[src/rtl/i2s_tx_multi.sv]
// Multi-line I2S / left-justified transmitter with a one-deep holding buffer.
// sclk comes from a prescaled system clock; data changes on sclk falling transitions.
module i2s_tx_multi #(
   parameter int DATA_W = 16,
   parameter int NLINES = 1,
   parameter int PRE_W  = 8
) (
   input  logic                     clk,
   input  logic                     reset_n,
   input  logic                     enable,
   input  logic                     mode,
   input  logic [PRE_W-1:0]         prescaler,
   input  logic                     in_valid,
   output logic                     in_ready,
   input  logic [NLINES*DATA_W-1:0] left_chan,
   input  logic [NLINES*DATA_W-1:0] right_chan,
   output logic                     sclk,
   output logic                     lrclk,
   output logic [NLINES-1:0]        sdata,
   output logic                     frame_start,
   output logic                     underrun
);

   localparam int FW = 2 * DATA_W;
   localparam int BW = $clog2(FW);

   // ST_PRIME: first sclk period after enable/reset, ends with a frame load at b=0
   typedef enum logic {ST_PRIME, ST_RUN} state_t;

   state_t                    state, state_n;
   logic [PRE_W-1:0]          pcnt, pre_l, pre_eff;
   logic [BW-1:0]             b, b_n;
   logic                      tc, fall, load, cap, full;
   logic                      mode_l, mode_n, lr_n;
   logic [NLINES*DATA_W-1:0]  buf_l, buf_r;
   logic [FW-2:0]             sh      [NLINES];
   logic [FW-1:0]             ld_word [NLINES];

   always_ff @(posedge clk or negedge reset_n) begin
      if (!reset_n) state <= ST_PRIME;
      else          state <= state_n;
   end

   always_comb begin
      state_n = state;
      // each half period uses the prescaler value seen at its start
      pre_eff = (pcnt == '0) ? prescaler : pre_l;
      tc      = (pcnt == pre_eff);
      fall    = enable && tc && sclk;
      load    = fall && ((state == ST_PRIME) || (b == BW'(FW - 1)));
      b_n     = load ? '0 : b + BW'(1);
      mode_n  = load ? mode : mode_l;
      if (mode_n) lr_n = (b_n >= BW'(DATA_W));
      else        lr_n = (b_n != BW'(FW - 1)) && ((b_n + BW'(1)) >= BW'(DATA_W));
      if (!enable)   state_n = ST_PRIME;
      else if (load) state_n = ST_RUN;
      cap = in_valid && in_ready;
      for (int unsigned k = 0; k < NLINES; k++)
         ld_word[k] = full ? {buf_l[k*DATA_W +: DATA_W], buf_r[k*DATA_W +: DATA_W]} : '0;
   end

   always_ff @(posedge clk or negedge reset_n) begin
      if (!reset_n) begin
         pcnt        <= '0;
         pre_l       <= '0;
         sclk        <= 1'b0;
         b           <= '0;
         lrclk       <= 1'b0;
         sdata       <= '0;
         mode_l      <= 1'b0;
         frame_start <= 1'b0;
         underrun    <= 1'b0;
         in_ready    <= 1'b1;
         full        <= 1'b0;
         buf_l       <= '0;
         buf_r       <= '0;
         for (int unsigned k = 0; k < NLINES; k++) sh[k] <= '0;
      end else begin
         frame_start <= load;
         underrun    <= load && !full;
         // in_ready trails the buffer emptying by one clk, so it rises after frame_start
         in_ready    <= !cap && !full;
         pre_l       <= pre_eff;
         if (load) full <= 1'b0;
         if (cap) begin
            full  <= 1'b1;
            buf_l <= left_chan;
            buf_r <= right_chan;
         end
         if (!enable) begin
            pcnt  <= '0;
            sclk  <= 1'b0;
            b     <= '0;
            lrclk <= 1'b0;
            sdata <= '0;
            for (int unsigned k = 0; k < NLINES; k++) sh[k] <= '0;
         end else begin
            if (tc) begin
               pcnt <= '0;
               sclk <= !sclk;
            end else begin
               pcnt <= pcnt + PRE_W'(1);
            end
            if (fall) begin
               b      <= b_n;
               lrclk  <= lr_n;
               mode_l <= mode_n;
               for (int unsigned k = 0; k < NLINES; k++) begin
                  if (load) begin
                     sdata[k] <= ld_word[k][FW-1];
                     sh[k]    <= ld_word[k][FW-2:0];
                  end else begin
                     sdata[k] <= sh[k][FW-2];
                     sh[k]    <= {sh[k][FW-3:0], 1'b0};
                  end
               end
            end
         end
      end
   end

endmodule
[config.mk]
export PLATFORM = sky130hd
export DESIGN_NAME = i2s_tx_multi
export DESIGN_NICKNAME = d
export VERILOG_FILES = /design/src/rtl/i2s_tx_multi.sv
export SDC_FILE = /design/constraint.sdc
export NUM_CORES = 1
export LEC_CHECK = 0
export ABC_AREA = 1
export CORE_MARGIN = 2
export CORE_UTILIZATION = 30
export CTS_BUF_LIST = sky130_fd_sc_hd__clkbuf_8
export DETAILED_ROUTE_END_ITERATION = 12
export GPL_ROUTABILITY_DRIVEN = 0
export GPL_TIMING_DRIVEN = 0
export HOLD_SLACK_MARGIN = 0.08
export REMOVE_ABC_BUFFERS = 1
export SLEW_MARGIN = 5
export SYNTH_ARGS = -nofsm -noshare
export SYNTH_HDL_FRONTEND = slang
export SYNTH_SLANG_ARGS = --single-unit
[constraint.sdc]
create_clock -name clk -period 4.45 [get_ports clk]
set_input_delay 0.89 -clock clk [delete_from_list [all_inputs] [get_ports clk]]
set_output_delay 0.89 -clock clk [all_outputs]
set_load 0.1 [all_outputs]
* Yosys cells after proc, flatten, opt, wreduce, memory -nomap -nowiden
Cells that the tools add are included.
Storage, ports and cells: flip-flop bits (word level) 93, logic and storage cells 64
Cells by class: reduce and logical (&&, ||, !) cells 14, eq/ne operators 6, $lt $le $gt $ge 2, $add $sub $neg 3, bitwise gates (word level) 1, mux-type cells 23
Operators with widths (number):
- 31-bit 2-to-1 mux | 3
- 32-bit 2-to-1 mux | 1
- 8-bit 2-to-1 mux | 3
- 5-bit 2-to-1 mux | 3
- 1-bit 2-to-1 mux | 13
- 5-bit by 1-bit adder with 5-bit output (second input constant) | 2
- 5-bit greater-or-equal comparator (second input constant) | 2
- 8-bit by 1-bit adder with 8-bit output (second input constant) | 1
- 8-bit == test | 1
- 8-bit zero test | 1
- 1-bit logical AND | 7
- 2-bit by 1-bit inequality test with 1-bit output (second input constant) | 3
- 5-bit == test (second input constant) | 1
- 5-bit inequality test (second input constant) | 1
- 1-bit zero test | 3
- 2-bit AND reduction | 1
- 2-bit nonzero test | 1
- 1-bit logical OR | 1
- 1-bit inverter | 1

* Depth between registers and ports, before layout
Gate-level depths: netlist of run 1.
depth after elaboration 13, mapped depth 18, depth with buffers taken out 17

* Least setup slack after synthesis of run 1
No wires, ideal clock.
path kind flip-flop to flip-flop, from reg pcnt[0], to reg lrclk, arrival time 2120 ps, path slack 2203 ps, cell stages (with the launch flop) 17, required time 4323 ps, path buffers 1, cells stage by stage dfrtp_1 > inv_1 > ha_1 > inv_1 > nor2_4 > nand3_1 > nand3_1 > nand2_1 > nor2_1 > nand2_1 > nor2_4 > nand3_4 > nand2_2 > inv_2 > buf_6 > nand2_1 > nand3_1
On the way: word-level cells in the longest chain between the ends 13
RTL lines:
- from (decl) | RTL line 31 | logic [PRE_W-1:0] pcnt, pre_l, pre_eff;
- from (signal assigned) | RTL line 102 | pcnt <= pcnt + PRE_W'(1);
- 8-bit zero test | RTL line 47 | pre_eff = (pcnt == '0) ? prescaler : pre_l;
- 8-bit 2-to-1 mux | RTL line 47
- 8-bit == test (*) | RTL line 48 | tc = (pcnt == pre_eff);
- 1-bit logical AND (*) (2 in a row) | RTL line 49 | fall = enable && tc && sclk;
- 1-bit logical AND | RTL line 50 | load = fall && ((state == ST_PRIME) || (b == BW'(FW - 1)));
- 5-bit 2-to-1 mux | RTL line 51 | b_n = load ? '0 : b + BW'(1);
- 5-bit by 1-bit adder with 5-bit output | RTL line 54 | else lr_n = (b_n != BW'(FW - 1)) && ((b_n + BW'(1)) >= BW'(DATA_W));
- 5-bit greater-or-equal comparator | RTL line 54
- 1-bit logical AND | RTL line 54
- 1-bit 2-to-1 mux | RTL line 53 | if (mode_n) lr_n = (b_n >= BW'(DATA_W));
- 1-bit 2-to-1 mux | RTL line 104 | if (fall) begin
- 1-bit 2-to-1 mux | RTL line 90 | if (!enable) begin
- to (signal assigned) | RTL line 106 | lrclk <= lr_n;
- to (decl) | RTL line 18 | output logic lrclk,
Every way passes the cells marked *; elsewhere a longest branch is shown, timed or not. The select of a mux whose other input is x is not followed. A chain may end at the register's enable or synchronous reset.

* Worst setup path in the final report of run 1
from reg b[0], to reg lrclk
On the way: word-level cells in the longest chain between the ends 10
RTL lines:
- from (decl) | RTL line 32 | logic [BW-1:0] b, b_n;
- from (signal assigned) | RTL line 105 | b <= b_n;
- branches (longest 7 deep; another with 5-bit by 1-bit adder with 5-bit output)
- 1-bit 2-to-1 mux (*) | RTL line 53
- 1-bit 2-to-1 mux (*) | RTL line 104
- 1-bit 2-to-1 mux (*) | RTL line 90
Mark *: on every way between the ends. The select of a mux whose other input is x is not followed.

==> results of run 1 <==
## critical path: stages, from the launching register on
cell,delay [ns]
dfrtp_1,0.43
ha_1,0.25
nand2_1,0.07
nor2_1,0.04
ha_1,0.18
nor2_2,0.60
inv_1,0.68
nand4_2,0.77
nand2_1,0.17
nor2_1,0.16
nand3_1,0.08
nand3_1,0.08
## through the flow
stage               instance area, sq um  setup TNS (ns)  power [mW]  utilization [%]
floorplan                           4280               0        1.06                -
global placement                    5010          -88.32        1.15             34.7
detailed placement                  5030               0        1.16             34.9
CTS                                 5210               0        1.69             36.1
global route                        5220               0        1.76             36.2
finish                              5220               0        1.66             36.2
## how the worst min path moves through the flow
stage	slack [ns]	to	startpoint
floorplan	0.45	sh[5]	sh[5]
global placement	0.47	sh[1]	sh[1]
detailed placement	0.47	sh[1]	sh[1]
CTS	0.49	sh[1]	sh[1]
global route	0.51	sh[1]	sh[1]
finish	0.49	pre_l[3]	reset_n
## final cells by class
| type | count | share of cell area, % |
|---|---|---|
| Sequential cell | 93 | 44.6 |
| Multi-Input combinational cell | 324 | 35.6 |
| Timing Repair Buffer | 51 | 10.1 |
| Tap cell | 184 | 4.41 |
| Clock buffer | 10 | 2.64 |
| Inverter | 26 | 1.87 |
| Clock inverter | 6 | 0.767 |
## Yosys cell counts
master	count	area, sq um
dfrtp_1	92	2300
nand2_1	89	334
a21oi_1	37	185
nand3_1	34	170
nor2_1	34	128
mux2_2	31	349
o21ai_0	25	125
o21ai_1	21	105
inv_1	19	71.3
nand2_2	15	93.8
clkbuf_1	12	45.0
inv_2	7	26.3
o31ai_1	7	52.6
o31ai_2	7	87.6
buf_2	4	20.0
buf_6	4	45.0
ha_1	4	50.1
nor3_1	4	20.0
nor2_4	3	33.8
xor2_1	3	26.3
nor2_2	2	12.5
nor3b_1	2	15.0
a32o_1	1	10.0
clkbuf_2	1	5.00
dfstp_2	1	26.3
nand2_4	1	11.3
nand3_4	1	17.5
nand4_1	1	6.26
nand4_2	1	12.5
o22ai_1	1	6.26
## layer usage
metal  GRT usage (%)  wire [um]  share of wire (%)
met4            3.92         98                1.1
met3            3.08        412                4.5
met2            20.7       4330                 47
met5               0          0                  0
met1            16.6       4400                 48
## repair_timing
action                                  4_1_cts  5_1_grt
gates resized for setup                       0        1
endpoints found under the setup margin        0        1
endpoints found under the hold margin         0        0
setup buffers                                 0        0
hold buffers                                  0        0
## kinds of logic (layout without fill, tap and decap cells)
kind of cell,Yosys count,count (layout),synth area share [%]
AND/OR/NAND/NOR,187,187,19.5
AO/OA/AOI/OAI,99,99,13.0
flip-flops,93,93,53.0
buffers and inverters,47,93,4.84
multiplexers,31,31,7.95
adder cells (fa/ha/maj),4,4,1.14
XOR/XNOR,3,3,0.598
## registers in the layout, summed over array words and instances (netlist names)
name	cells
pcnt	8
sh	31
mode_l	1
full	1
state	1
b	5
pre_l	8
in_ready	1
sdata	1
lrclk	1
underrun	1
frame_start	1
buf_l	16
buf_r	16
sclk	1
## power by group
part / internal, mW / total [mW] / switching (mW) / leakage, nW
combinational: 0.100 / 0.237 / 0.137 / 1.09
sequential: 0.881 / 0.905 / 0.0236 / 1.24
clock: 0.217 / 0.522 / 0.304 / 0.0915
==> results.md, run 1 <==
- Status: complete, no violations
- Unrepaired setup endpoints after global routing: false
- Post-Syn Area: around 0.0044 sq mm
- Pre-Repair DR Iteration Count: 5
- Setup crit end kind: flip-flop
- Synthesis Warnings: 0
- Distinct cell type count after synthesis: 30
- Register Area: 0.00233 sq mm
- Worst setup path endpoint: lrclk
- Crit-path max FO: 34
- Non-Filler Instances: between 600 and 700
- Reg clk slew, reported paths: roughly 0.09 ns
- Worst Path Arrival: 3.91 ns
- Final hold violations: 0
- Overall routing resource usage: about an eighth
- Max-slew headroom: ~22%
- Placed Cells: slightly below 700
- RR Endpoint: lrclk
- Total wire length: 9240 um
- Maximum VDD drop: approximately 160 uV
- Dpl ws: 0.391 ns
- Skew final: roughly 0.012 ns
- First-pass GRT wire length: approximately 16,000 um
- DIE AREA: around 0.016 sq mm
- Crit Path Class: reg -> reg
- Die Height: 125 um
- Critical path startpoint category: flip-flop
- Max clock buf depth: 2
- Hold_ws: 0.489 ns
- Largest net degree at the start of global routing: between 50 and 60
- Skew-Pair Late Insertion Delay: approximately 0.37 ns
- Worst r2r path cells: 11
- Core area: ~0.014 sq mm
- Starting density of the core: 30.5%
- Clock sinks: 93
- Number of DRC markers in iteration 0: 211
- Final net count: 554
- Diodes inserted: 0
- Commonest non-fill, non-tap cell in the layout: dfrtp_1
- Power Density: between 300 and 400 mW/mm^2
- Grt total ovfl: 0
- Class of the worst hold path: in -> async
- WP data required: between 4 and 5 ns
- WL/cell: ~13 um
- Max cap viols: 0
- Max Clock Freq: ~280 MHz
- Area of the multi-input gates: 0.00186 sq mm
- FF-to-FF Start: b[0]
- CTS tree: done
- Vias/cell: 4.83
- Final Setup Violations: 0
- Syn Inst Count: between 400 and 500
- Leak: around 2.4 nW
- Filler cells: about 1,500
- Num CTS Buffers: 9
- Synth Area per Inst: between 9 and 10 sq um
- H-tree levels: 3
- Via count: roughly 3,400
- Final count of pins violating max slew: 0
- Synth Register Bits: 93
- Port Buffers: 50
- Reg2Reg Setup Slack: between 0.8 and 0.9 ns
- Row cnt: 44
- Sequential area share after synthesis: roughly 53%
- Layout cells sized above 1: ~17%
- Number of global-route vias before repair: between 3,000 and 4,000
- Minimum period implied by the final worst setup slack: approximately 3.6 ns
- Residual DRC: 0
- Most frequent cells in the layout: dfrtp_1 (92), nand2_1 (88), clkdlybuf4s50_1 (49), a21oi_1 (37), nand3_1 (34)
- Setup ws final: between 0.8 and 0.9 ns
- Period utilisation layout: between 80% and 90%
- Slew @ Worst Pin: ~1.2 ns
- Area Growth Syn to Fin: 18.8%
- Root Driver: clkbuf_8
- Crit path from: b[0]
- Die X: between 100 and 150 um
- Antenna-violating nets left: 0
- Initial antenna violation count: 0
- Boundary pin count: 51
- Post-DP HPWL: 6000 um
Power figures use the tool's default switching activity.
==> run 2: changes to the inputs <==
==> constraint.sdc (replaced) <==
create_clock -name clk -period 3.5 [get_ports clk]
set_input_delay 0.7 -clock clk [delete_from_list [all_inputs] [get_ports clk]]
set_output_delay 0.7 -clock clk [all_outputs]
set_load 0.1 [all_outputs]
==> run 2 against run 1 <==
Against the previous run: fmax grew 19%; sequential share of layout area shrank 0.19 points; flip-flop and latch count is the same; sequential power grew 27%; clock-buffer cell count is the same; core utilization grew 0.16 points; die area is the same; first-iteration DRC count shrank 2.4%; design area grew 0.43%; via count grew 0.36%; worst setup slack lost 0.39 ns; critical path type unchanged; largest cell class unchanged.
==> results.md, run 2 (synthesis results as in run 1) <==
- Number of DRC markers in iteration 0: 206 (-2.4%)
- Port Buffers: 50 (unchanged)
- Worst r2r path cells: 14 (+3)
- FF-to-FF Start: pcnt[1]
- Internal Pwr Total: 1.52 mW (+27%)
- Slew @ Worst Pin: 1.16 ns (-0.00826 ns)
- Worst Path Arrival: 3.29 ns (-0.62 ns)
- Hold_ws: 0.305 ns (-0.184 ns)
- H-tree levels: 3 (unchanged)
- Vias/cell: 4.84 (+0.21%)
- Final Setup Violations: 0 (unchanged)
- Largest net degree at the start of global routing: 55 (unchanged)
- Reg power frac: 54.4% (about the same)
- Number of global-route vias before repair: 3,369 (+0.36%)
- Final hold violations: 0 (unchanged)
- Slowest cell on crit path: dfrtp_1
- Status: complete, no violations
- Diodes inserted: 0 (unchanged)
- Minimum period implied by the final worst setup slack: 3.03 ns (-0.563 ns)
- Residual DRC: 0 (unchanged)
- Maximum VDD drop: 200 uV (+27%)
- Max reg flops: 31 (unchanged)
- Max-slew headroom: 22.6% (+0.55 points)
- Grt total ovfl: 0 (unchanged)
- Dpl ws: -0.559 ns (-0.950 ns)
- Overall routing resource usage: 12.7% (+0.027 points)
- Die Height: 125 um (unchanged)
- Skew-Pair Late Insertion Delay: 0.37 ns (about the same)
- Largest regs: sh: 31 flops, buf_l: 16 flops, buf_r: 16 flops
- Worst path max stage delay: 0.42 ns (-0.35 ns)
- Row cnt: 44 (unchanged)
- Worst-path cell chain: inv_1, ha_1, inv_1, nor2_4, nand3_1, nand3_1, nand2_1, nor2_1, nand2_1, nor2_4, nand3_4, nand2_2, inv_2, a32o_1
- Skew final: 0.00980 ns (-0.00194 ns)
- Commonest non-fill, non-tap cell in the layout: dfrtp_1
- Final count of pins violating max slew: 0 (unchanged)
- RR Endpoint: b[1]
- Area Growth Syn to Fin: 19.3%
- Placed Cells: 678 (unchanged)
- Critical path startpoint category: flip-flop
- Most frequent cells in the layout: dfrtp_1 (92), nand2_1 (88), clkdlybuf4s50_1 (49), a21oi_1 (37), nand3_1 (34)
- Max Clock Freq: 330 MHz (+19%)
- Boundary pin count: 51 (unchanged)
- Switching share of power: 28.0% (+0.038 points)
- Final net count: 555 (+0.18%)
- Core area: 0.0144 sq mm (unchanged)
- Initial antenna violation count: 0 (unchanged)
- WL/cell: 13.5 um (+1.6%)
- Logic pwr share: 14.3% (about the same)
- Clock Power Share: 31.4% (about the same)
- Clock sinks: 93 (unchanged)
- Pre-Repair DR Iteration Count: 4 (-1)
- Period utilisation layout: 86.7% (+5.8 points)
- WP data required: 3.76 ns (-1.00 ns)
- Layout cells sized above 1: 17.6% (+0.36 points)
- Die X: 125 um (unchanged)
- Unrepaired setup endpoints after global routing: false
- Reg clk slew, reported paths: 0.09 ns (about the same)
- Setup crit end kind: flip-flop
- Crit Path Class: reg -> reg
- DIE AREA: 0.0156 sq mm (unchanged)
- Reg2Reg Setup Slack: 0.47 ns (-0.39 ns)
- Max clock buf depth: 2 (unchanged)
- Total wire length: 9400 um (+1.8%)
- First-pass GRT wire length: 16,200 um (+0.25%)
- Most flops, register: sh
- Via count: 3,367 (+0.36%)
- Non-Filler Instances: 695 (+0.14%)
- Leak: 2.42 nW (+0.33%)
- Power Density: 404 mW/mm^2 (+27%)
- Antenna-violating nets left: 0 (unchanged)
- Crit-path max FO: 36 (+5.9%)
- CTS tree: done
- Post-DP HPWL: 6000 um (unchanged)
- Setup ws final: 0.466 ns (-0.387 ns)
- Num CTS Buffers: 9 (unchanged)
- NetSw: 592 uW (+27%)
- Class of the worst hold path: in -> async
- Max cap viols: 0 (unchanged)
- Starting density of the core: 30.5% (unchanged)
- Root Driver: clkbuf_8
[run 2: changes by cell type in the layout (fill, tap and decap cells not counted), sizes merged]
cell | before | now
inv | 29 | 28
clkinvlp | 2 | 4
[run 2: critical path, delay by kind of cell, from the launching register on]
kind	cells	cell delay (ns)
AOI/OAI and AO/OA	1	0.31
adders and majority gates	1	0.19
buffers and inverters	3	0.47
DFF	1	0.42
and+or+nand+nor	9	1.53
[run 2: timing repair]
item,in CTS,in global routing
hold buffers,0,0
gates cloned,0,1
setup endpoints to repair,28,10
buffers inserted,0,0
gates resized for setup,2,2
[run 2: power by group through the flow]
stage / registers [mW] / logic [mW] / clock network, mW
after floorplan: 1.17 / 0.179 / 0
after global placement: 1.17 / 0.290 / 0
after detailed placement: 1.17 / 0.304 / 0
after CTS: 1.15 / 0.306 / 0.695
after global routing: 1.16 / 0.341 / 0.734
final: 1.15 / 0.302 / 0.664
[run 2: per-stage QoR]
stage               util [%]  area, sq um  TNS [ns]  total power [mW]
finish                  36.3         5240         0              2.12
global route            36.3         5240         0              2.23
CTS                     36.2         5220         0              2.15
detailed placement      34.9         5030    -10.00              1.48
global placement        34.7         5010   -170.65              1.46
floorplan                  -         4280         0              1.35
[run 2: metal layers]
layer  vias to the layer above  track usage (%)  part of all wire [%]
li1                       1653                -                     -
met5                         -                0                     0
met4                         0             3.92                   1.2
met3                         7             3.08                   4.5
met2                        66             20.7                    47
met1                      1641             16.7                    47
[run 2: how the worst max path moves through the flow]
stage	startpoint	to	slack [ns]	cells after the start
final	pcnt[1]	b[1]	0.47	14
after global routing	pcnt[0]	b[1]	0.18	14
after CTS	pcnt[0]	sh[19]	0.07	14
after detailed placement	b[0]	lrclk	-0.56	11
after global placement	reset_n	buf_l[7]	-1.73	1
after floorplan	b[0]	lrclk	0.64	10
[run 2: area by class of cell]
type                    count  area (sq um)
clock buffers              10           138
multi-input cells         324          1870
well taps                 184           230
clock inverters             6          40.0
inverters                  26           101
fillers                  1480          9180
repair buffers             51           526
repair inverters            1          5.00
flip-flops and latches     93          2330
==> run 3: changes to the inputs <==
--- a/config.mk
+++ b/config.mk
@@ -7,12 +7,12 @@
 export LEC_CHECK = 0
 export ABC_AREA = 1
 export CORE_MARGIN = 2
-export CORE_UTILIZATION = 30
+export CORE_UTILIZATION = 45
 export CTS_BUF_LIST = sky130_fd_sc_hd__clkbuf_8
 export DETAILED_ROUTE_END_ITERATION = 12
 export GPL_ROUTABILITY_DRIVEN = 0
-export GPL_TIMING_DRIVEN = 0
 export HOLD_SLACK_MARGIN = 0.08
+export PLACE_DENSITY = 0.77
 export REMOVE_ABC_BUFFERS = 1
 export SLEW_MARGIN = 5
 export SYNTH_ARGS = -nofsm -noshare
==> run 3 against run 2 <==
Against the previous run: worst hold slack better by 0.028 ns; core utilization rose by 17 points; largest cell class unchanged; routed wire length is 4.9% lower; total power increased by 1.9%; highest routed layer unchanged.
==> results.md, run 3 (synthesis results as in run 1) <==
- Skew-Pair Late Insertion Delay: 0.36 ns (about the same)
- Num CTS Buffers: 9 (unchanged)
- Worst path max stage delay: 0.43 ns (about the same)
- WP data required: 3.76 ns (about the same)
- Leak: 2.45 nW (+1.1%)
- Crit-path max FO: 36 (unchanged)
- H-tree levels: 3 (unchanged)
- Filler cells: 887 (-40%)
- Skew final: 0.0122 ns (+0.00239 ns)
- Overall routing resource usage: 18.6% (+5.9 points)
- Largest regs: sh: 31 flops, buf_l: 16 flops, buf_r: 16 flops
- Number of global-route vias before repair: 3,331 (-1.1%)
- Final net count: 560 (+0.90%)
- Worst-path cell chain: inv_1, ha_1, inv_1, nor2_4, nand3_1, nand3_1, nand2_1, nor2_1, nand2_1, nor2_4, nand3_4, nand2_2, inv_2, a32o_1
- Routed length on met3: 394 um (-6.4%)
- Minimum period implied by the final worst setup slack: 2.87 ns (-0.161 ns)
- Pre-Repair DR Iteration Count: 4 (unchanged)
- Commonest non-fill, non-tap cell in the layout: dfrtp_1
- Max reg flops: 31 (unchanged)
- Postcts setup bufs: 0 (unchanged)
- First-pass GRT wire length: 15,300 um (-5.2%)
- Boundary pin count: 51 (unchanged)
- WP depth: 14 (unchanged)
- Final count of pins violating max slew: 0 (unchanged)
- Number of DRC markers in iteration 0: 226 (+9.7%)
- Register Area: 0.00233 sq mm (unchanged)
- Final hold violations: 0 (unchanged)
- Power Density: 416 mW/mm^2 (+3.1%)
- Area Growth Syn to Fin: 17.9%
- Vias/cell: 5.20 (+7.4%)
- Crit path from: pcnt[0]
- Slew @ Worst Pin: 1.14 ns (-0.0243 ns)
- Diodes inserted: 0 (unchanged)
- Worst setup path endpoint: b[1]
- Max-slew headroom: 24.2% (+1.6 points)
- WL/cell: 13.8 um (+1.8%)
- Reg clk slew, reported paths: 0.09 ns (about the same)
- Largest net degree at the start of global routing: 51 (-7.3%)
- Largest delay share family, worst path: simple AND/OR/NAND/NOR gates
- Clock sinks: 93 (unchanged)
- Total wire length: 8940 um (-4.9%)
- Starting density of the core: 45.6% (+15 points)
- Dpl ws: 0.568 ns (+1.13 ns)
- Worst Path Arrival: 3.13 ns (-0.16 ns)
- # hold bufs at CTS: 0 (unchanged)
- Setup ws final: 0.627 ns (+0.161 ns)
- Maximum VDD drop: 218 uV (+9.3%)
- Placed Cells: 633 (-6.6%)
- Reg2Reg Setup Slack: 0.63 ns (+0.16 ns)
- Hold_ws: 0.334 ns (+0.0284 ns)
- Unrepaired setup endpoints after global routing: false
- Final Setup Violations: 0 (unchanged)
- Total negative slack: 0 ns (unchanged)
- CTS resizes: 0 (-2)
- Row cnt: 36 (-18%)
- Class of the worst hold path: in -> async
- Setup crit end kind: flip-flop
- Max Clock Freq: 348 MHz (+5.6%)
- Period utilisation layout: 82.1% (-4.6 points)
- Status: complete, no violations
- Antenna-violating nets left: 0 (unchanged)
- Top routing layer used: met4
- Initial antenna violation count: 0 (unchanged)
- FF-to-FF Start: pcnt[0]
- Worst r2r path cells: 14 (unchanged)
- Post-DP HPWL: 5950 um (-0.92%)
- Residual DRC: 0 (unchanged)
- Max cap viols: 0 (unchanged)
- Met2 wire len: 4450 um (+1.0%)
- Number of buffers and inverters on the critical path: 3 (unchanged)
- Die X: 103 um (-18%)
- RR Endpoint: b[1]
- Metal-1 WL: 4020 um (-9.9%)
- Slowest cell on crit path: dfrtp_1
- DIE AREA: 0.0106 sq mm (-32%)
- Most flops, register: sh
- Pwr Total: 2.16 mW (+1.9%)
- Core area: 0.00964 sq mm (-33%)
- Via count: 3,377 (+0.30%)
- Most frequent cells in the layout: dfrtp_1 (92), nand2_1 (89), clkdlybuf4s50_1 (47), a21oi_1 (37)
- Root Driver: clkbuf_8
- Max clock buf depth: 2 (unchanged)
- Grt total ovfl: 0 (unchanged)
- Area of the multi-input gates: 0.00185 sq mm (-1.1%)
- CTS tree: done
- Die Height: 103 um (-18%)
- Non-Filler Instances: 649 (-6.6%)
- Critical path startpoint category: flip-flop
- Crit Path Class: reg -> reg
- Port Buffers: 50 (unchanged)
- Layout cells sized above 1: 18.0% (+0.41 points)
run 3: per-layer routing:
layer | vias to the layer above | GRT usage (%)
met3 | 10 | 4.68
li1 | 1654 | -
met2 | 93 | 30.2
met1 | 1620 | 24.6
met4 | 0 | 6.17
met5 | - | 0
run 3: worst min-delay path by stage:
stage / startpoint / endpoint / slack, ns / cells past startpoint
2_1_floorplan: reset_n / b[0] / 0.40 / 0
3_3_place_gp: state / state / 0.46 / 2
3_5_place_dp: state / state / 0.47 / 2
4_1_cts: reset_n / underrun / 0.35 / 1
5_1_grt: reset_n / underrun / 0.37 / 1
6_report: reset_n / underrun / 0.33 / 1
run 3: power breakdown:
group          total [mW]  internal, mW  switching, mW  leakage (nW)
sequential           1.15          1.12         0.0296          1.24
clock               0.714         0.328          0.386         0.102
combinational       0.293         0.125          0.168          1.11
run 3: through the flow:
stage	instance area (sq um)	util (%)
after floorplan	4280	-
after global placement	4990	51.8
after detailed placement	4990	51.8
after CTS	5180	53.8
after global routing	5180	53.8
final	5180	53.8
run 3: area by class of cell:
type | instances | share of cell area [%]
clock buffer | 9 | 2.39
clock inverter | 7 | 1.30
inverter | 26 | 1.88
multi-input combinational | 324 | 35.7
sequential | 93 | 44.9
tap | 133 | 3.21
timing repair buffer | 57 | 10.5
